`config.mk`:
```
export PLATFORM = sky130hd
export DESIGN_NAME = srrc_probe_ctrl
export DESIGN_NICKNAME = d
export VERILOG_FILES = /design/src/rtl/srrc_probe_ctrl.sv
export SDC_FILE = /design/constraint.sdc
export NUM_CORES = 1
export LEC_CHECK = 0
export BUFFER_PORTS_ARGS = -buffer_cell sky130_fd_sc_hd__buf_2
export CAP_MARGIN = 0
export CORE_MARGIN = 5
export CORE_UTILIZATION = 53
export DETAILED_ROUTE_END_ITERATION = 16
export GPL_ROUTABILITY_DRIVEN = 0
export PLACE_DENSITY = 0.79
export SLEW_MARGIN = 0
export SYNTH_ARGS = -nofsm -noshare
export SYNTH_HDL_FRONTEND = slang
export SYNTH_SLANG_ARGS = --single-unit
```
`constraint.sdc`:
```
create_clock -name sys_clk -period 4.9 [get_ports sys_clk]
set_clock_uncertainty 0.1 [all_clocks]
set_input_delay 0.49 -clock sys_clk [delete_from_list [all_inputs] [get_ports sys_clk]]
set_output_delay 0.49 -clock sys_clk [all_outputs]
set_load 0.01 [all_outputs]
```
`src/rtl/srrc_probe_ctrl.sv`:
```
// Impulse-response sequencer: flush SRRC filter with zeros, fire one impulse, capture the response.
// Latency: stimulus registered; capture on each sam_clk_en tick; rd_data 1 sys_clk after rd_addr.
// Backpressure: none; runs paced by sam_clk_en, start ignored while busy. Option: SRRC_PROBE_PEAK_EN.
module srrc_probe_ctrl #(
    parameter int DATA_W = 18,
    parameter int DEPTH  = 64,
    parameter int ADDR_W = 6,
    parameter int CNT_W  = 8
) (
    input  logic              sys_clk,
    input  logic              reset,
    input  logic              sam_clk_en,
    input  logic              start,
    input  logic              abort,
    input  logic [DATA_W-1:0] amplitude,
    input  logic [CNT_W-1:0]  flush_len,
    input  logic [ADDR_W:0]   cap_len,
    output logic [DATA_W-1:0] stimulus,
    input  logic [DATA_W-1:0] response,
    output logic              busy,
    output logic              done,
    output logic [ADDR_W:0]   cap_count,
    input  logic [ADDR_W-1:0] rd_addr,
    output logic [DATA_W-1:0] rd_data
`ifdef SRRC_PROBE_PEAK_EN
    ,
    output logic [DATA_W-1:0] peak_mag,
    output logic [ADDR_W-1:0] peak_idx
`endif
);

    localparam logic [2:0] S_IDLE    = 3'd0;
    localparam logic [2:0] S_FLUSH   = 3'd1;
    localparam logic [2:0] S_FIRE    = 3'd2;
    localparam logic [2:0] S_CAPTURE = 3'd3;
    localparam logic [2:0] S_DONE    = 3'd4;

    localparam logic [ADDR_W:0] DEPTH_L = (ADDR_W+1)'(DEPTH);

    logic [2:0]        state;
    logic [CNT_W-1:0]  flush_q;
    logic [CNT_W-1:0]  flush_cnt;
    logic [ADDR_W:0]   len_q;
    logic [DATA_W-1:0] amp_q;
    logic [DATA_W-1:0] mem [DEPTH];

    logic              run_start;
    logic              flush_last;
    logic              wr_en;
    logic [ADDR_W-1:0] wr_addr;
    logic [ADDR_W:0]   cap_next;
    logic [ADDR_W:0]   eff_len;

    // A zero or oversized capture length means "fill the whole buffer".
    assign eff_len    = ((cap_len == '0) || (cap_len > DEPTH_L)) ? DEPTH_L : cap_len;
    // Abort outranks start; start only matters when no run is in progress.
    assign run_start  = !abort && start && ((state == S_IDLE) || (state == S_DONE));
    assign flush_last = (flush_q == '0) || (flush_cnt == flush_q - CNT_W'(1));
    // The FIRE tick stores the first response sample at index 0.
    assign wr_en      = !abort && sam_clk_en && ((state == S_FIRE) || (state == S_CAPTURE));
    assign wr_addr    = (state == S_CAPTURE) ? cap_count[ADDR_W-1:0] : '0;
    assign cap_next   = cap_count + (ADDR_W+1)'(1);

    assign busy = (state == S_FLUSH) || (state == S_FIRE) || (state == S_CAPTURE);
    assign done = (state == S_DONE);

    // Run sequencer: parameter latch, flush count, impulse, capture count.
    always_ff @(posedge sys_clk or posedge reset) begin
        if (reset) begin
            state     <= S_IDLE;
            stimulus  <= '0;
            cap_count <= '0;
            flush_cnt <= '0;
            flush_q   <= '0;
            len_q     <= '0;
            amp_q     <= '0;
        end else if (abort) begin
            state    <= S_IDLE;
            stimulus <= '0;
        end else begin
            case (state)
                S_IDLE, S_DONE: begin
                    stimulus <= '0;
                    if (run_start) begin
                        state     <= S_FLUSH;
                        flush_q   <= flush_len;
                        len_q     <= eff_len;
                        amp_q     <= amplitude;
                        flush_cnt <= '0;
                        cap_count <= '0;
                    end
                end
                S_FLUSH: begin
                    if (sam_clk_en) begin
                        if (flush_last) begin
                            stimulus <= amp_q;
                            state    <= S_FIRE;
                        end else begin
                            flush_cnt <= flush_cnt + CNT_W'(1);
                        end
                    end
                end
                S_FIRE: begin
                    if (sam_clk_en) begin
                        stimulus  <= '0;
                        cap_count <= (ADDR_W+1)'(1);
                        state     <= (len_q == (ADDR_W+1)'(1)) ? S_DONE : S_CAPTURE;
                    end
                end
                S_CAPTURE: begin
                    if (sam_clk_en) begin
                        cap_count <= cap_next;
                        if (cap_next == len_q) begin
                            state <= S_DONE;
                        end
                    end
                end
                default: begin
                    state    <= S_IDLE;
                    stimulus <= '0;
                end
            endcase
        end
    end

    // Capture buffer write port; contents intentionally survive reset.
    always_ff @(posedge sys_clk) begin
        if (wr_en) begin
            mem[wr_addr] <= response;
        end
    end

    // Registered read port; a same-cycle write to the address returns the old word.
    always_ff @(posedge sys_clk or posedge reset) begin
        if (reset) begin
            rd_data <= '0;
        end else begin
            rd_data <= mem[rd_addr];
        end
    end

`ifdef SRRC_PROBE_PEAK_EN
    localparam logic [DATA_W-1:0] MOST_NEG = {1'b1, {(DATA_W-1){1'b0}}};
    localparam logic [DATA_W-1:0] MAX_POS  = {1'b0, {(DATA_W-1){1'b1}}};

    logic [DATA_W-1:0] resp_abs;

    // Magnitude of the incoming sample; the most negative code saturates.
    always_comb begin
        resp_abs = response;
        if (response[DATA_W-1]) begin
            resp_abs = (response == MOST_NEG) ? MAX_POS : (~response + DATA_W'(1));
        end
    end

    // Peak tracker over captured samples; strict compare keeps the first index on ties.
    always_ff @(posedge sys_clk or posedge reset) begin
        if (reset) begin
            peak_mag <= '0;
            peak_idx <= '0;
        end else if (run_start) begin
            peak_mag <= '0;
            peak_idx <= '0;
        end else if (wr_en && (resp_abs > peak_mag)) begin
            peak_mag <= resp_abs;
            peak_idx <= wr_addr;
        end
    end
`endif

endmodule

```
==> qor.yml, run 1 <==
run_status: "completed"
cts_sinks: 1239
drt-pass1-iter-count: 5
place_area_sq_um: 50600
portBuffers: 106
synthesis.area_sq_um: 47900
clkTransAtPathRegs_ns: 0.06
synth_ff_type: "edfxtp_1"
rows: 110
slew_violations: 0
rsz0062_at_grt: "no"
fp.dieH_um: 310
p_per_area_nw_per_um2: 406
synth.net_count: 2242
path_class: "reg2reg"
ys_seq_area_share_pct: 76.8
worstPathMaxFanout: 18
antenna_found_initial: 3
start_util_pct: 53.2
gr-total-overflow: 0
crit_arrival_ns: 4.27
yosysWarningCount: 0
cp-end-kind: "register"
ys_types: 52
cts_setup_buffers: 0
crit_required_ns: 5.15
drt_iter0_drc: 3521
syn_inst: 2176
cts_tree: "built"
startpoint_type: "register"
fin_cells: 3701
wl_per_cell_um: 31.3
final_core_util_pct: 60.5
period_share_pct: 82.2
drive_gt1_share_pct: 32.4
setup_violations: 0
nets: 2502
wl_met3_um: 13200
htreeDepth: 3
synth.avg_cell_area_sq_um: 22.0
hold_class: "in2reg"
grt_pass1_vias: 24600
pin_count: 107
grt_max_degree: 86
async_flop_share_pct: 7.02
root_buffer: "clkbuf_16"
regArea_sq_um: 36800
routed-via-count: 23900
worstHoldPathCells: 3
cts_inserted_buffers: 115
area_delta_synth_final_pct: 13.7
core_sq_um: 89900
met2WireLength_um: 57200
viasPerCell: 6.46
period_minus_slack_ns: 4.03
routed.top_layer: "met5"
ff2ff_path_depth: 7
hold_viol: 0
hpwl_um: 65600
fillers: 5860
ys_seq_elements: 1239
worstMarginPinSlew_ns: 1.23
whs_ns: 0.0511
fp.dieW_um: 310
ant_nets: 0
maxCapViolCount: 0
placed_cells: 3462
synth_edf_count: 1152
die_area_sq_um: 96400
multiInputGateArea_sq_um: 10700
tns_ns: 0
finalWirelength_um: 116000
clockBufferDepth: 3
grt_pass1_wl_um: 170000
track_usage_pct: 24.5
fmax_ghz: 0.248
slew_headroom_pct: 17.4
p_leak_nw: 17.8
final_area_sq_um: 54400
clk_latency_ns: 0.70
route.detailed.drc: 0
vdd_drop_max_v: 0.000339
wl_met1_um: 41400
logic make-up (layout without fill, tap and decap cells):
| logic type | Yosys count | in the layout | share of synthesized area [%] |
|---|---|---|---|
| flip-flops | 1239 | 1239 | 76.8 |
| multiplexers | 384 | 384 | 17.5 |
| AND/OR/NAND/NOR | 308 | 308 | 2.92 |
| buffers and inverters | 142 | 488 | 1.15 |
| AO/OA/AOI/OAI | 79 | 79 | 1.15 |
| XOR/XNOR | 20 | 20 | 0.382 |
| adder cells (fa/ha/maj) | 4 | 4 | 0.105 |
| other | 0 | 3 | 0 |
layout make-up:
cell class	instances	area share [%]
diodes	3	0.0138
clock buffers	154	5.69
clock inverters	49	0.605
inverters	26	0.184
multi-input cells	795	19.7
flip-flops and latches	1239	67.6
well taps	1176	2.71
repair buffers	259	3.52
flip-flops by register name, indices dropped and copies added (netlist names):
name and count:
state 3, len_q 7, flush_cnt 8, amp_q 18, cap_count 7, mem 1152
rd_data 18, flush_q 8, stimulus 18
worst paths after layout:
| kind | startpoint | to | slack (ns) |
|---|---|---|---|
| min in group asynchronous | reset | len_q[3]$_DFFE_PP0P_ | 0.32 |
| max in group asynchronous | reset | state[2]$_DFFE_PP0P_ | 3.25 |
| hold reg to reg | amp_q[8]$_DFFE_PP0P_ | amp_q[8]$_DFFE_PP0P_ | 0.38 |
| setup reg to reg | state[1]$_DFFE_PP0P_ | mem[53][16]$_DFFE_PP_ | 0.87 |
| setup / recovery | state[1]$_DFFE_PP0P_ | mem[53][16]$_DFFE_PP_ | 0.87 |
| hold / removal | cap_len[6] | len_q[5]$_DFFE_PP0P_ | 0.05 |
synth_stat cells, types with 5 or more instances:
cell type,number,share of area (%)
o31ai_1,8,0.13
a21oi_1,7,0.073
nand3b_1,9,0.14
nand4_1,8,0.10
mux2i_1,21,0.44
xor2_1,7,0.13
dfrtp_1,87,4.5
inv_1,26,0.20
a22oi_1,36,0.56
o21ai_0,15,0.16
nor2_1,84,0.66
nand2_1,142,1.1
nand3_1,13,0.14
nand2b_1,6,0.078
nor3_1,7,0.073
nor2b_1,7,0.092
edfxtp_1,1152,72
xnor2_1,12,0.22
buf_1,43,0.34
and3_1,5,0.065
mux4_2,360,17
clkbuf_1,68,0.53
per-layer routing:
layer | global-route usage, % | up-vias
met2 | 39.7 | 1661
met1 | 33.9 | 12500
met4 | 8.00 | 2
li1 | - | 9542
met3 | 5.43 | 244
met5 | 0 | -
timing repair:
| item | in CTS | in global routing |
|---|---|---|
| gates resized for setup | 0 | 0 |
| hold buffers | 33 | 0 |
| hold endpoints to repair | 64 | 0 |
stage by stage:
step	setup slack, ns	power (mW)
after floorplan	1.89	13.3
after CTS	1.01	22.1
after global routing	0.740	22.8
after detailed placement	1.08	14.0
after global placement	1.23	13.9
final	0.874	22.1
worst max-delay path: stages (launching register included):
cell and delay, ns:
dfrtp_1 0.56, nor2b_1 0.42, and2_0 0.19, o21ai_0 0.30, nor2_1 0.57, nand4b_1 0.85
nor2_2 0.31, buf_4 0.37
where the power goes:
| group | switching (mW) | internal, mW | leakage (nW) | total (mW) |
|---|---|---|---|---|
| Combinational | 1.06 | 0.748 | 4.61 | 1.81 |
| Clock | 3.73 | 4.52 | 1.68 | 8.26 |
| Sequential | 0.222 | 11.8 | 11.5 | 12.0 |
cells in the final DEF (no fill, tap or decap), types with 6 or more instances in the layout:
cell           instances
a21oi_1                7
a22oi_1               36
buf_12                10
buf_2                102
buf_4                112
clkbuf_1              34
clkbuf_16            117
clkinv_1              16
clkinv_2              22
dfrtp_1               87
dlygate4sd3_1         33
edfxtp_1            1152
inv_1                 25
mux2i_1               21
mux4_2               360
nand2_1              142
nand2b_1               6
nand3_1               13
nand3b_1               9
nand4_1                8
nor2_1                21
nor2_2                63
nor2b_1                7
nor3_1                 6
o21ai_0               15
o31ai_1                8
xnor2_1               12
xor2_1                 7
Note: power is estimated with default switching activity, not from simulation.
==> run 2: changes to the inputs <==
--- a/config.mk
+++ b/config.mk
@@ -11,7 +11,7 @@
 export CORE_UTILIZATION = 53
 export DETAILED_ROUTE_END_ITERATION = 16
 export GPL_ROUTABILITY_DRIVEN = 0
-export PLACE_DENSITY = 0.79
+export PLACE_DENSITY = 0.82
 export SLEW_MARGIN = 0
 export SYNTH_ARGS = -nofsm -noshare
 export SYNTH_HDL_FRONTEND = slang
==> constraint.sdc (replaced) <==
create_clock -name sys_clk -period 3.3 [get_ports sys_clk]
set_clock_uncertainty 0.1 [all_clocks]
set_input_delay 0.33 -clock sys_clk [delete_from_list [all_inputs] [get_ports sys_clk]]
set_output_delay 0.33 -clock sys_clk [all_outputs]
set_load 0.01 [all_outputs]
==> qor.yml, run 2 (same netlist as run 1, synthesis figures left out) <==
htreeDepth: 3  # unchanged
tns_ns: 0  # unchanged
track_usage_pct: 26.5  # +2.0 points
fin_cells: 3759  # +1.6%
final_core_util_pct: 61.5  # +0.94 points
post-place-ws_ns: 0.248  # -0.831 ns
rows: 110  # unchanged
drive_gt1_share_pct: 34.2  # +1.9 points
ant_nets: 0  # unchanged
maxCapViolCount: 0  # unchanged
hpwl_um: 68700  # +4.9%
period_share_pct: 94.9  # +13 points
start_util_pct: 53.2  # unchanged
fp.dieH_um: 310  # unchanged
cts_inserted_buffers: 114  # -0.87%
grt_max_degree: 79  # -8.1%
cts_setup_buffers: 0  # unchanged
mostFrequentLayoutCells: "edfxtp_1, mux4_2, buf_4"
grt_pass1_wl_um: 183000  # +7.3%
wl_per_cell_um: 33.4  # +6.5%
placed_cells: 3504  # +1.2%
swShare_pct: 23.3  # +0.53 points
grt_use_met2_pct: 43.1  # +3.4 points
worstPathMaxFanout: 14  # -4
core_sq_um: 89900  # unchanged
routed-via-count: 24900  # +4.2%
hold_viol: 0  # unchanged
largest_register_ffs: 1152  # unchanged
gr-usage-met3_pct: 6.36  # +0.93 points
power_switching_mw: 7.86  # +57%
intPower_mw: 25.9  # +52%
clockBufferDepth: 3  # unchanged
drt-pass1-iter-count: 5  # unchanged
pwr-share-clk_pct: 39.0  # +1.6 points
startpoint_type: "register"
clk_latency_ns: 0.70  # about the same
final_common_cell: "edfxtp_1"
cts_tree: "built"
timing.rr.start: "state[2]$_DFFE_PP0P_"
p_leak_nw: 18.2  # +2.4%
fmax_ghz: 0.319  # +29%
setup_violations: 0  # unchanged
route.detailed.drc: 0  # unchanged
fp.dieW_um: 310  # unchanged
hold_class: "in2reg"
reg2reg_slack_ns: 0.17  # -0.71 ns
root_buffer: "clkbuf_16"
ff2ff_path_depth: 9  # +2
cts_sinks: 1239  # unchanged
gr-total-overflow: 0  # unchanged
path_class: "reg2reg"
run_status: "completed"
slew_violations: 0  # unchanged
report.power.total_mw: 33.8  # +53%
p_per_area_nw_per_um2: 612  # +51%
period_minus_slack_ns: 3.13  # -0.895 ns
cp-startpoint: "state[2]$_DFFE_PP0P_"
pin_count: 107  # unchanged
grt.met1_usage_pct: 35.2  # +1.3 points
drt_iter0_drc: 4146  # +18%
antenna_found_initial: 3  # unchanged
vdd_drop_max_v: 0.000515  # +52%
multiInputGateArea_sq_um: 10700  # about the same
die_area_sq_um: 96400  # unchanged
nets: 2552  # +2.0%
cp-endpoint: "mem[14][13]$_DFFE_PP_"
largest_register: "mem"
rsz0062_at_grt: "no"
finalWirelength_um: 125000  # +8.1%
cp-end-kind: "register"
worstMarginPinSlew_ns: 1.42  # +0.182 ns
crit_required_ns: 3.54  # -1.61 ns
r2r-end: "mem[14][13]$_DFFE_PP_"
area_delta_synth_final_pct: 15.4
viasPerCell: 6.63  # +2.6%
grt_pass1_vias: 26100  # +6.1%
pwr-share-comb_pct: 8.3  # about the same
portBuffers: 106  # unchanged
clkTransAtPathRegs_ns: 0.07  # about the same
crit_arrival_ns: 3.37  # -0.90 ns
p_seq_share_pct: 52.7  # -1.7 points
worst_slack_ns: 0.169  # -0.705 ns
fillers: 5551  # -5.3%
grt.busiest_layer: "met2"
slew_headroom_pct: 5.66  # -12 points
regArea_sq_um: 36800  # unchanged
[run 2: cell types whose count changed in the layout (fill, tap and decap cells not counted), sizes merged]
cell / change
buf: +43
clkinvlp: +2
bufinv: +6
inv: +1
clkinv: +11
dlygate4sd3: +8
clkbuf: -12
diode: -1
[run 2: repair_timing]
item	CTS	global route
gates resized for setup	0	3
hold buffers	41	0
hold endpoints to repair	111	0
setup endpoints to repair	0	22
[run 2: worst min-delay path by stage]
stage	slack, ns	depth (start not counted)	start	endpoint
after floorplan	0.33	0	response[0]	mem[0][0]$_DFFE_PP_
after global routing	0.02	1	response[15]	mem[35][15]$_DFFE_PP_
after global placement	0.36	2	amp_q[10]$_DFFE_PP0P_	amp_q[10]$_DFFE_PP0P_
after CTS	0.05	5	abort	state[1]$_DFFE_PP0P_
final	0.04	1	response[15]	mem[35][15]$_DFFE_PP_
after detailed placement	0.37	2	amp_q[14]$_DFFE_PP0P_	amp_q[14]$_DFFE_PP0P_
[run 2: cell type report]
type	instances	share of cell area, %
clock buffer	142	5.57
clock inverter	69	1.18
inverter	26	0.181
tap	1176	2.66
antenna	2	0.00906
sequential	1239	66.6
timing repair buffer	310	4.44
multi-input combinational	795	19.4
[run 2: power groups by stage]
stage | clock network, mW | logic [mW] | registers (mW)
global placement | 0 | 2.54 | 18.1
floorplan | 0 | 1.69 | 18.0
detailed placement | 0 | 2.66 | 18.1
global route | 14.1 | 3.00 | 17.8
finish | 13.2 | 2.81 | 17.8
CTS | 13.3 | 2.76 | 17.8
[run 2: worst max-delay path: stages, from the launching register on]
cell	delay [ns]
dfrtp_1	0.47
nor2b_1	0.45
and2_0	0.20
o21ai_0	0.09
buf_4	0.19
nor2_1	0.30
nand4b_1	0.19
buf_4	0.26
nor2_2	0.19
buf_4	0.35
[run 2: per-layer routing]
layer  part of all wire [%]  vias to the layer above
met5                  0.010                        -
met4                    4.7                        2
met3                     13                      363
met2                     49                     2150
met1                     33                    12700
li1                       -                     9652
[run 2: per-stage QoR]
step | instance area (sq um) | hold WS (ns)
finish | 55200 | 0.0382
detailed placement | 51100 | 0.365
global route | 55200 | 0.0182
global placement | 51100 | 0.358
floorplan | 47900 | 0.329
CTS | 55200 | 0.0452
